===== config.mk =====
export PLATFORM = sky130hd
export DESIGN_NAME = fifo_rr_scheduler_flat
export DESIGN_NICKNAME = d
export VERILOG_FILES = /design/src/rtl/fifo_rr_scheduler_if.sv /design/src/rtl/fifo_rr_scheduler.sv /design/src/flat_wrapper.sv
export SDC_FILE = /design/constraint.sdc
export NUM_CORES = 1
export LEC_CHECK = 0
export CORE_MARGIN = 2
export CORE_UTILIZATION = 37
export CTS_CLUSTER_DIAMETER = 80
export DETAILED_ROUTE_END_ITERATION = 16
export PLACE_DENSITY = 0.79
export SLEW_MARGIN = 25
export SYNTH_ARGS = -nofsm -noshare
export SYNTH_HDL_FRONTEND = slang
export SYNTH_SLANG_ARGS = --single-unit

===== constraint.sdc =====
create_clock -name clk -period 1.4 [get_ports clk]
set_input_delay 0.14 -clock clk [delete_from_list [all_inputs] [get_ports clk]]
set_output_delay 0.14 -clock clk [all_outputs]
set_load 0.02 [all_outputs]

===== src/rtl/fifo_rr_scheduler_if.sv =====
// Handshake bundle between fifo_rr_scheduler and its source fifos / downstream consumer.
// master: the scheduler side. slave: the environment (source fifos plus consumer).
interface fifo_rr_scheduler_if #(
  parameter int unsigned NUM_REQ    = 4,
  parameter int unsigned DATA_WIDTH = 8
);
  localparam int unsigned SRC_WIDTH = $clog2(NUM_REQ);

  logic [NUM_REQ-1:0]            req_empty;
  logic [NUM_REQ*DATA_WIDTH-1:0] req_data;
  logic [NUM_REQ-1:0]            req_pop;
  logic                          out_valid;
  logic                          out_ready;
  logic [DATA_WIDTH-1:0]         out_data;
  logic [SRC_WIDTH-1:0]          out_src;

  modport master (
    input  req_empty, req_data, out_ready,
    output req_pop, out_valid, out_data, out_src
  );

  modport slave (
    output req_empty, req_data, out_ready,
    input  req_pop, out_valid, out_data, out_src
  );
endinterface


===== src/rtl/fifo_rr_scheduler.sv =====
// Round-robin read scheduler: pops one word at a time from NUM_REQ source fifos and presents
// it on a valid/ready port tagged with its source index. One word is outstanding at a time.
// Optional feature macro: FIFO_SCHED_BURST_EN (keep the grant for up to BURST_LEN pops).
module fifo_rr_scheduler #(
  parameter int unsigned NUM_REQ    = 4,
  parameter int unsigned DATA_WIDTH = 8,
  parameter int unsigned BURST_LEN  = 4
) (
  input  logic                clk,
  input  logic                rst,
  fifo_rr_scheduler_if.master bus,
  output logic                busy
);
  localparam int unsigned SrcW = $clog2(NUM_REQ);

  if (NUM_REQ < 2 || BURST_LEN < 1) begin : gen_param_check
    $error("fifo_rr_scheduler: NUM_REQ must be >= 2 and BURST_LEN >= 1");
  end

  typedef enum logic [1:0] {StIdle, StPop, StCapt, StSend} state_e;

  state_e                state_q;
  logic [SrcW-1:0]       rr_ptr_q;
  logic [NUM_REQ-1:0]    req_pop_q;
  logic                  out_valid_q;
  logic [DATA_WIDTH-1:0] out_data_q;
  logic [SrcW-1:0]       out_src_q;

  logic                  grant_found;
  logic [SrcW-1:0]       grant_idx;
  logic [NUM_REQ-1:0]    grant_onehot;
  logic [NUM_REQ-1:0]    ptr_onehot;
  logic [DATA_WIDTH-1:0] sel_data;
  logic                  burst_ok;

`ifdef FIFO_SCHED_BURST_EN
  localparam int unsigned CntW = $clog2(BURST_LEN + 1);
  logic [CntW-1:0] burst_cnt_q;
`endif

  // Round-robin search starting just after the last grant; wraps at NUM_REQ-1.
  always_comb begin
    int unsigned idx;
    grant_found  = 1'b0;
    grant_idx    = '0;
    grant_onehot = '0;
    ptr_onehot   = '0;
    for (int unsigned k = 1; k <= NUM_REQ; k++) begin
      idx = (32'(rr_ptr_q) + k) % NUM_REQ;
      if (!grant_found && !bus.req_empty[idx]) begin
        grant_found = 1'b1;
        grant_idx   = idx[SrcW-1:0];
      end
    end
    grant_onehot[grant_idx] = 1'b1;
    ptr_onehot[rr_ptr_q]    = 1'b1;
  end

  // Word from the currently granted fifo and burst continuation decision.
  always_comb begin
    sel_data = bus.req_data[32'(rr_ptr_q)*DATA_WIDTH +: DATA_WIDTH];
`ifdef FIFO_SCHED_BURST_EN
    burst_ok = !bus.req_empty[rr_ptr_q] && (32'(burst_cnt_q) < BURST_LEN - 1);
`else
    burst_ok = 1'b0;
`endif
  end

  // Scheduler FSM with registered pop and output-port state.
  always_ff @(posedge clk or posedge rst) begin
    if (rst) begin
      state_q     <= StIdle;
      rr_ptr_q    <= SrcW'(NUM_REQ - 1);
      req_pop_q   <= '0;
      out_valid_q <= 1'b0;
      out_data_q  <= '0;
      out_src_q   <= '0;
`ifdef FIFO_SCHED_BURST_EN
      burst_cnt_q <= '0;
`endif
    end else begin
      unique case (state_q)
        StIdle: begin
          if (grant_found) begin
            req_pop_q <= grant_onehot;
            rr_ptr_q  <= grant_idx;
            state_q   <= StPop;
          end
        end
        StPop: begin
          // The fifo registers the popped word at this edge.
          req_pop_q <= '0;
          state_q   <= StCapt;
        end
        StCapt: begin
          out_data_q  <= sel_data;
          out_src_q   <= rr_ptr_q;
          out_valid_q <= 1'b1;
          state_q     <= StSend;
        end
        StSend: begin
          if (bus.out_ready) begin
            out_valid_q <= 1'b0;
            if (burst_ok) begin
              // Keep the grant: re-pop the same fifo, pointer unchanged.
              req_pop_q <= ptr_onehot;
              state_q   <= StPop;
`ifdef FIFO_SCHED_BURST_EN
              burst_cnt_q <= burst_cnt_q + 1'b1;
`endif
            end else begin
`ifdef FIFO_SCHED_BURST_EN
              burst_cnt_q <= '0;
`endif
              if (grant_found) begin
                req_pop_q <= grant_onehot;
                rr_ptr_q  <= grant_idx;
                state_q   <= StPop;
              end else begin
                state_q <= StIdle;
              end
            end
          end
        end
        default: state_q <= StIdle;
      endcase
    end
  end

  assign bus.req_pop   = req_pop_q;
  assign bus.out_valid = out_valid_q;
  assign bus.out_data  = out_data_q;
  assign bus.out_src   = out_src_q;
  assign busy          = (state_q != StIdle);

endmodule


===== src/flat_wrapper.sv =====
// flat-port wrapper written by rule: the top's interface ports become plain ports
module fifo_rr_scheduler_flat 
#(
  parameter int unsigned NUM_REQ    = 4,
  parameter int unsigned DATA_WIDTH = 8,
  parameter int unsigned BURST_LEN  = 4
)
  (clk, rst, busy, bus_req_empty, bus_req_data, bus_out_ready, bus_req_pop, bus_out_valid, bus_out_data, bus_out_src);
  fifo_rr_scheduler_if #(.NUM_REQ(NUM_REQ), .DATA_WIDTH(DATA_WIDTH)) bus_i ();
  input  logic clk;
  input  logic rst;
  output logic busy;
  input wire logic [$bits(bus_i.req_empty)-1:0] bus_req_empty;
  input wire logic [$bits(bus_i.req_data)-1:0] bus_req_data;
  input wire logic [$bits(bus_i.out_ready)-1:0] bus_out_ready;
  output wire logic [$bits(bus_i.req_pop)-1:0] bus_req_pop;
  output wire logic [$bits(bus_i.out_valid)-1:0] bus_out_valid;
  output wire logic [$bits(bus_i.out_data)-1:0] bus_out_data;
  output wire logic [$bits(bus_i.out_src)-1:0] bus_out_src;
  assign bus_i.req_empty = bus_req_empty;
  assign bus_i.req_data = bus_req_data;
  assign bus_i.out_ready = bus_out_ready;
  assign bus_req_pop = bus_i.req_pop;
  assign bus_out_valid = bus_i.out_valid;
  assign bus_out_data = bus_i.out_data;
  assign bus_out_src = bus_i.out_src;
  fifo_rr_scheduler #(.NUM_REQ(NUM_REQ), .DATA_WIDTH(DATA_WIDTH), .BURST_LEN(BURST_LEN)) u_core (.clk(clk), .rst(rst), .bus(bus_i), .busy(busy));
endmodule

==> impl_metrics.py, run 1 <==
metrics = {
    "sta": {
        "fin_crit_ps": 1590,
        "maxSlewHeadroom_pct": 81.1,
        "rsz0062_at_grt": "true",
        "worst_slew_pin_slew_ps": 283,
        "fin_crit_sh_pct": 114,
        "setup-violations-final": 13,
        "max_freq_mhz": 629,
        "hold_ws_ps": 141,
        "worst_slack_ps": -190,
        "clock_skew_ps": 6.61,
        "hold_violations": 0,
        "slew_viol_final": 0,
    },
    "routing": {
        "drt_pass1_iterations": 4,
        "drc_errors": 0,
        "wirelength_um": 3390,
        "vias_per_cell": 5.07,
        "vias": 1120,
        "wire_per_inst_um": 15.4,
        "drt-initial-drc-count": 17,
        "ant_nets": 0,
    },
    "cells_and_area": {
        "num-fill-cells": 239,
        "fin_util_pct": 67.1,
        "antennaDiodeCount": 0,
        "drive_above_1_share_pct": 38.4,
        "final-instance-count-excl-fill": 221,
        "final_nets": 222,
        "synthToLayoutAreaGrowth_pct": 69.7,
    },
    "setup_path": {
        "worst_ep_required_time_ps": 1590,
        "cp-end-kind": "flop",
        "cp_max_fo": 6,
        "setup.worst_path.class": "flop to flop",
        "startpoint_type": "flop",
        "crit_arrival_ps": 1780,
    },
    "placed_design": {
        "numPortBuffers": 54,
        "place_inst": 210,
        "dp_hpwl_um": 2630,
        "dp_slack_ps": -245,
        "place_congestion": 0.829,
    },
    "die": {
        "num_rows": 20,
        "dieHeight_um": 61.6,
        "dieArea_um2": 3790,
        "core_um2": 3100,
        "die_w_um": 61.6,
        "initial_core_util_pct": 39.6,
        "io_pins": 55,
    },
    "pwr": {
        "swShare_pct": 39.1,
        "internal_power_mw": 2.52,
        "vdd_drop_max_uv": 716,
        "seqPwrFrac_pct": 25.0,
        "comb_power_share_pct": 68.1,
        "switchingPower_mw": 1.62,
        "cellPowerDensity_nw_per_um2": 1980,
        "clkPwrFrac_pct": 6.9,
        "power_leakage_nw": 0.889,
    },
    "clock_network": {
        "cts_sinks": 19,
        "hold_buffers": 0,
        "cts_root_buf": "clkbuf_4",
        "cts_tree": "yes",
        "cts_buffer_depth": 2,
        "clkTransAtPathRegs_ps": 120,
        "clk_latency_ps": 300,
        "cts_buffers": 3,
        "htree_levels": 1,
    },
    "global_routing": {
        "grt_usage_pct": 18.5,
        "grt_max_degree": 20,
        "grt.overflow.total": 0,
        "antenna_found_initial": 0,
        "grt_pass1_vias": 1189,
        "grt_pass1_wl_um": 5180,
    },
    "yosys": {
        "synth_cell_types": 34,
        "avgSynthCellArea_um2": 12.3,
        "ys_ff_latch": 19,
        "syn_area_um2": 1230,
        "yosysSeqAreaShare_pct": 38.9,
        "netlist_instances": 100,
        "synth_nets": 144,
        "yosys_warnings": 0,
    },
    "run": {
        "maxCapViolations": 0,
    },
    "run_status": {
        "status": "finished with violations",
        "violations": "setup timing",
    },
    "min_path": {
        "min_path_type": "input port to async pin",
    },
}
## routing by layer
metal | up-vias | GRT usage [%] | part of all wire, %
li1 | 528 | - | -
met1 | 547 | 20.4 | 38
met2 | 43 | 34.3 | 52
met3 | 2 | 5.04 | 9.5
met4 | 0 | 5.47 | 0.68
met5 | - | 0 | 0
## synth_stat cells, drive strengths merged
cell	number	area (µm²)
nor2b	3	18.8
mux2	11	150
o21bai	1	7.51
ha	5	62.6
o21ai	7	35.0
a21bo	1	10.0
nor3b	4	30.0
or2b	1	7.51
nand3	2	10.0
inv	6	22.5
dfstp	2	52.6
o2bb2ai	1	8.76
nor4	1	21.3
mux2i	1	10.0
a221oi	1	8.76
o2111ai	1	8.76
dfrtp	17	425
and4	1	11.3
o22a	1	8.76
nand2	5	18.8
a31oi	1	6.26
or2	1	6.26
nor2	5	18.8
or3b	1	8.76
nand4	1	6.26
a21oi	6	30.0
buf	4	28.8
a221o	1	10.0
mux4	8	184
## worst paths after layout
| path | from | end | slack [ps] | cells after the start |
|---|---|---|---|---|
| setup / recovery | u_core.rr_ptr_q[0] | u_core.bus.out_data[1] | -190 | 3 |
| max in group asynchronous | rst | u_core.rr_ptr_q[0] | 980 | 3 |
| hold reg to reg | u_core.bus.out_data[1] | u_core.bus.out_data[1] | 510 | 1 |
| hold / removal | rst | u_core.bus.out_data[0] | 140 | 3 |
| setup reg to reg | u_core.rr_ptr_q[0] | u_core.bus.out_data[1] | -190 | 3 |
| min in group clk | u_core.bus.out_data[1] | u_core.bus.out_data[1] | 510 | 1 |
## cell type report
cell class	count	area (µm²)	share of cell area [%]
Tap cell	44	55.1	2.64
Multi-Input combinational cell	71	776	37.2
Clock buffer	3	22.5	1.08
Clock inverter	1	5.00	0.240
Inverter	6	25.0	1.20
Timing Repair Buffer	77	721	34.6
Sequential cell	19	479	23.0
## kinds of logic (layout without fill, tap and decap cells)
family | count (synthesis) | count (layout) | synth area share (%)
adder cells (fa/ha/maj) | 5 | 5 | 5.10
flip-flops | 19 | 19 | 38.9
multiplexers | 20 | 20 | 28.0
AND/OR/NAND/NOR | 25 | 25 | 12.8
buffers and inverters | 10 | 87 | 4.18
AO/OA/AOI/OAI | 21 | 21 | 10.9
## worst max-delay path, stage by stage (launching register included)
cell,delay (ps)
dfstp_2,580
buf_12,130
mux4_2,510
mux2_4,270
## repair_timing
item | CTS | global route
gates resized for setup | 36 | 6
endpoints found under the setup margin | 31 | 16
setup buffers | 5 | 2
pin swaps | 3 | 3
hold endpoints to repair | 0 | 0
## through the flow
step	total power, mW	setup TNS (ps)	area (µm²)
6_report	4.14	-1790	2080
5_1_grt	4.42	-2580	2080
4_1_cts	4.07	-1760	2050
3_5_place_dp	3.66	-2980	1940
3_3_place_gp	3.58	-2480	1940
2_1_floorplan	2.64	-1230	1250
## power by group through the flow
stage / combinational, mW / clock (mW) / sequential (mW)
finish: 2.82 / 0.285 / 1.03
global placement: 2.53 / 0 / 1.05
global route: 3.03 / 0.315 / 1.07
CTS: 2.76 / 0.289 / 1.03
floorplan: 1.38 / 0 / 1.26
detailed placement: 2.59 / 0 / 1.07
## sequential cells by signal (all words and copies together) (netlist names)
signal,count
u_core.bus.out_valid,1
u_core.bus.out_data,8
u_core.bus.out_src,2
u_core.rr_ptr_q,2
u_core.state_q,2
u_core.bus.req_pop,4
## cells in the final DEF (no fill, tap or decap), types with 4 or more instances in the layout
| cell type | count |
|---|---|
| mux4_2 | 8 |
| dlygate4sd2_1 | 15 |
| nor3b_1 | 4 |
| clkdlybuf4s50_1 | 38 |
| a21oi_1 | 5 |
| mux2_2 | 4 |
| nand2_1 | 5 |
| mux2_4 | 7 |
| dfrtp_1 | 16 |
| buf_4 | 18 |
| inv_1 | 4 |
(Power assumes the default switching activity.)
==> run 2: changes to the inputs <==
--- a/config.mk
+++ b/config.mk
@@ -5,6 +5,7 @@
 export SDC_FILE = /design/constraint.sdc
 export NUM_CORES = 1
 export LEC_CHECK = 0
+export CORE_ASPECT_RATIO = 0.7
 export CORE_MARGIN = 2
 export CORE_UTILIZATION = 37
 export CTS_CLUSTER_DIAMETER = 80
==> run 2 against run 1 <==
- the flow still finishes with violations (setup timing)
- count of clock-buffer cells in the layout is 1 higher
- critical path depth unchanged
- clock skew decreased by 5.4 ps
- routed wire length grew 3.1%
- die area rose by 0.20%
- critical path type unchanged
- largest power group unchanged
==> impl_metrics.py, run 2 (synthesis results as in run 1) <==
metrics = {
    "pwr": {
        "power_leakage_nw": 1.02,
        "comb_power_share_pct": 67.5,
        "swShare_pct": 38.0,
        "internal_power_mw": 2.79,
        "seqPwrFrac_pct": 23.9,
        "switchingPower_mw": 1.71,
        "clkPwrFrac_pct": 8.6,
        "vdd_drop_max_uv": 1010,
        "cellPowerDensity_nw_per_um2": 2040,
    },
    "die": {
        "dieArea_um2": 3800,
        "io_pins": 55,
        "num_rows": 17,
        "dieHeight_um": 52.2,
        "core_um2": 3170,
        "die_w_um": 72.8,
        "initial_core_util_pct": 38.7,
    },
    "setup_path": {
        "worst_ep_required_time_ps": 1550,
        "path_cells": "buf_6, mux4_2, mux2_4",
        "slowest_stage": "dfstp_2",
        "crit_arrival_ps": 1760,
        "cp-end-kind": "flop",
        "cp_max_fo": 4,
        "cpPeakStageDelay_ps": 600,
        "rrSetupSlack_ps": -210,
        "r2r_cells": 3,
        "startpoint_type": "flop",
        "worst-path-buf-inv": 1,
        "cpLargestDelayFamily": "multiplexers",
        "r2r-end": "u_core.bus.out_data[0]",
        "setup.worst_path.class": "flop to flop",
        "r2r_start": "u_core.rr_ptr_q[0]",
    },
    "cells_and_area": {
        "final_common_cell": "clkdlybuf4s50_1",
        "largest_reg_flops": 8,
        "fin_util_pct": 69.6,
        "final_cell_mix": "38 x clkdlybuf4s50_1, 17 x buf_4, 16 x dfrtp_1",
        "final_design_area_no_fill_um2": 2200,
        "drive_above_1_share_pct": 41.6,
        "final_nets": 223,
        "antennaDiodeCount": 0,
        "synthToLayoutAreaGrowth_pct": 79.6,
        "num-fill-cells": 226,
        "final-instance-count-excl-fill": 216,
    },
    "placed_design": {
        "dp_hpwl_um": 2600,
        "numPortBuffers": 54,
        "place_congestion": 0.809,
        "place_area_um2": 1970,
        "place_inst": 208,
    },
    "sta": {
        "worst_slew_pin_slew_ps": 318,
        "finalSetupTns_ps": -1920,
        "hold_ws_ps": 203,
        "clock_skew_ps": 1.23,
        "setup-violations-final": 12,
        "slew_viol_final": 0,
        "rsz0062_at_grt": "true",
        "fin_crit_sh_pct": 115,
        "fin_crit_ps": 1610,
        "max_freq_mhz": 619,
        "worst_slack_ps": -214,
        "hold_violations": 0,
        "maxSlewHeadroom_pct": 78.8,
    },
    "clock_network": {
        "cts_root_buf": "clkbuf_8",
        "cts_sinks": 19,
        "htree_levels": 1,
        "clk_latency_ps": 260,
        "cts_buffers": 3,
        "clkTransAtPathRegs_ps": 70,
        "hold_buffers": 0,
        "cts_buffer_depth": 2,
        "cts_tree": "yes",
    },
    "global_routing": {
        "grt.overflow.total": 0,
        "grt_pass1_vias": 1160,
        "antenna_found_initial": 0,
        "grt_pass1_wl_um": 5420,
        "grt_usage_pct": 19.3,
        "grt_max_degree": 20,
    },
    "routing": {
        "drt_pass1_iterations": 5,
        "drt-initial-drc-count": 69,
        "wirelength_um": 3500,
        "wire_per_inst_um": 16.2,
        "ant_nets": 0,
        "vias": 1124,
        "drc_errors": 0,
        "vias_per_cell": 5.20,
    },
    "run": {
        "maxCapViolations": 0,
    },
    "run_status": {
        "violations": "setup timing",
        "status": "finished with violations",
    },
    "min_path": {
        "min_path_type": "input port to async pin",
    },
}
run 2: cell types whose count changed in the layout (fill, tap and decap cells not counted), moves of 2 or more:
cell,before,now
clkbuf_8,0,3
dlygate4sd2_1,15,3
clkbuf_4,3,0
buf_6,3,6
a21oi_1,5,3
o21ai_0,3,1
a21oi_2,1,3
dlymetal6s2s_1,0,12
run 2: layout make-up:
type	instances	area [µm²]	share of cell area, %
sequential	19	479	21.7
clock buffer	4	45.0	2.04
timing repair buffer	78	777	35.2
multi-input combinational	71	828	37.6
inverter	6	27.5	1.25
tap	38	47.5	2.16
run 2: how the worst max path moves through the flow:
stage,start,to,slack (ps),cells after the start
floorplan,u_core.rr_ptr_q[0],u_core.bus.out_data[0],-150,3
global placement,bus_req_empty[3],u_core.state_q[0],-210,6
detailed placement,bus_req_empty[0],u_core.bus.req_pop[1],-240,5
CTS,u_core.rr_ptr_q[0],u_core.bus.out_data[4],-220,3
global route,u_core.rr_ptr_q[0],u_core.bus.out_data[7],-260,3
finish,u_core.rr_ptr_q[0],u_core.bus.out_data[0],-210,3
run 2: per-layer routing:
layer	track usage (%)	share of wire, %
met1	23.7	42
met2	33.3	52
met3	4.81	4.7
met4	7.10	0.74
met5	0	0
run 2: timing repair:
action,4_1_cts,5_1_grt
cloned,0,0
resized for setup,18,38
setup endpoints to repair,18,29
pin swaps,5,5
setup buffers,5,0
run 2: worst register-to-register path: cells and delay by family, from the launching register on:
kind	cells	cell delay (ps)
multiplexers	2	760
flip-flops	1	600
buffers and inverters	1	140
run 2: metrics by stage:
stage          power, mW  setup WS (ps)
3_5_place_dp        3.70           -241
5_1_grt             4.82           -263
2_1_floorplan       2.64           -154
3_3_place_gp        3.62           -208
6_report            4.51           -214
4_1_cts             4.28           -221
run 2: power by group through the flow:
stage	Sequential, mW	Clock, mW	Combinational, mW
floorplan	1.26	0	1.38
global placement	1.06	0	2.56
detailed placement	1.07	0	2.63
CTS	1.07	0.394	2.82
global route	1.13	0.426	3.27
finish	1.08	0.386	3.04
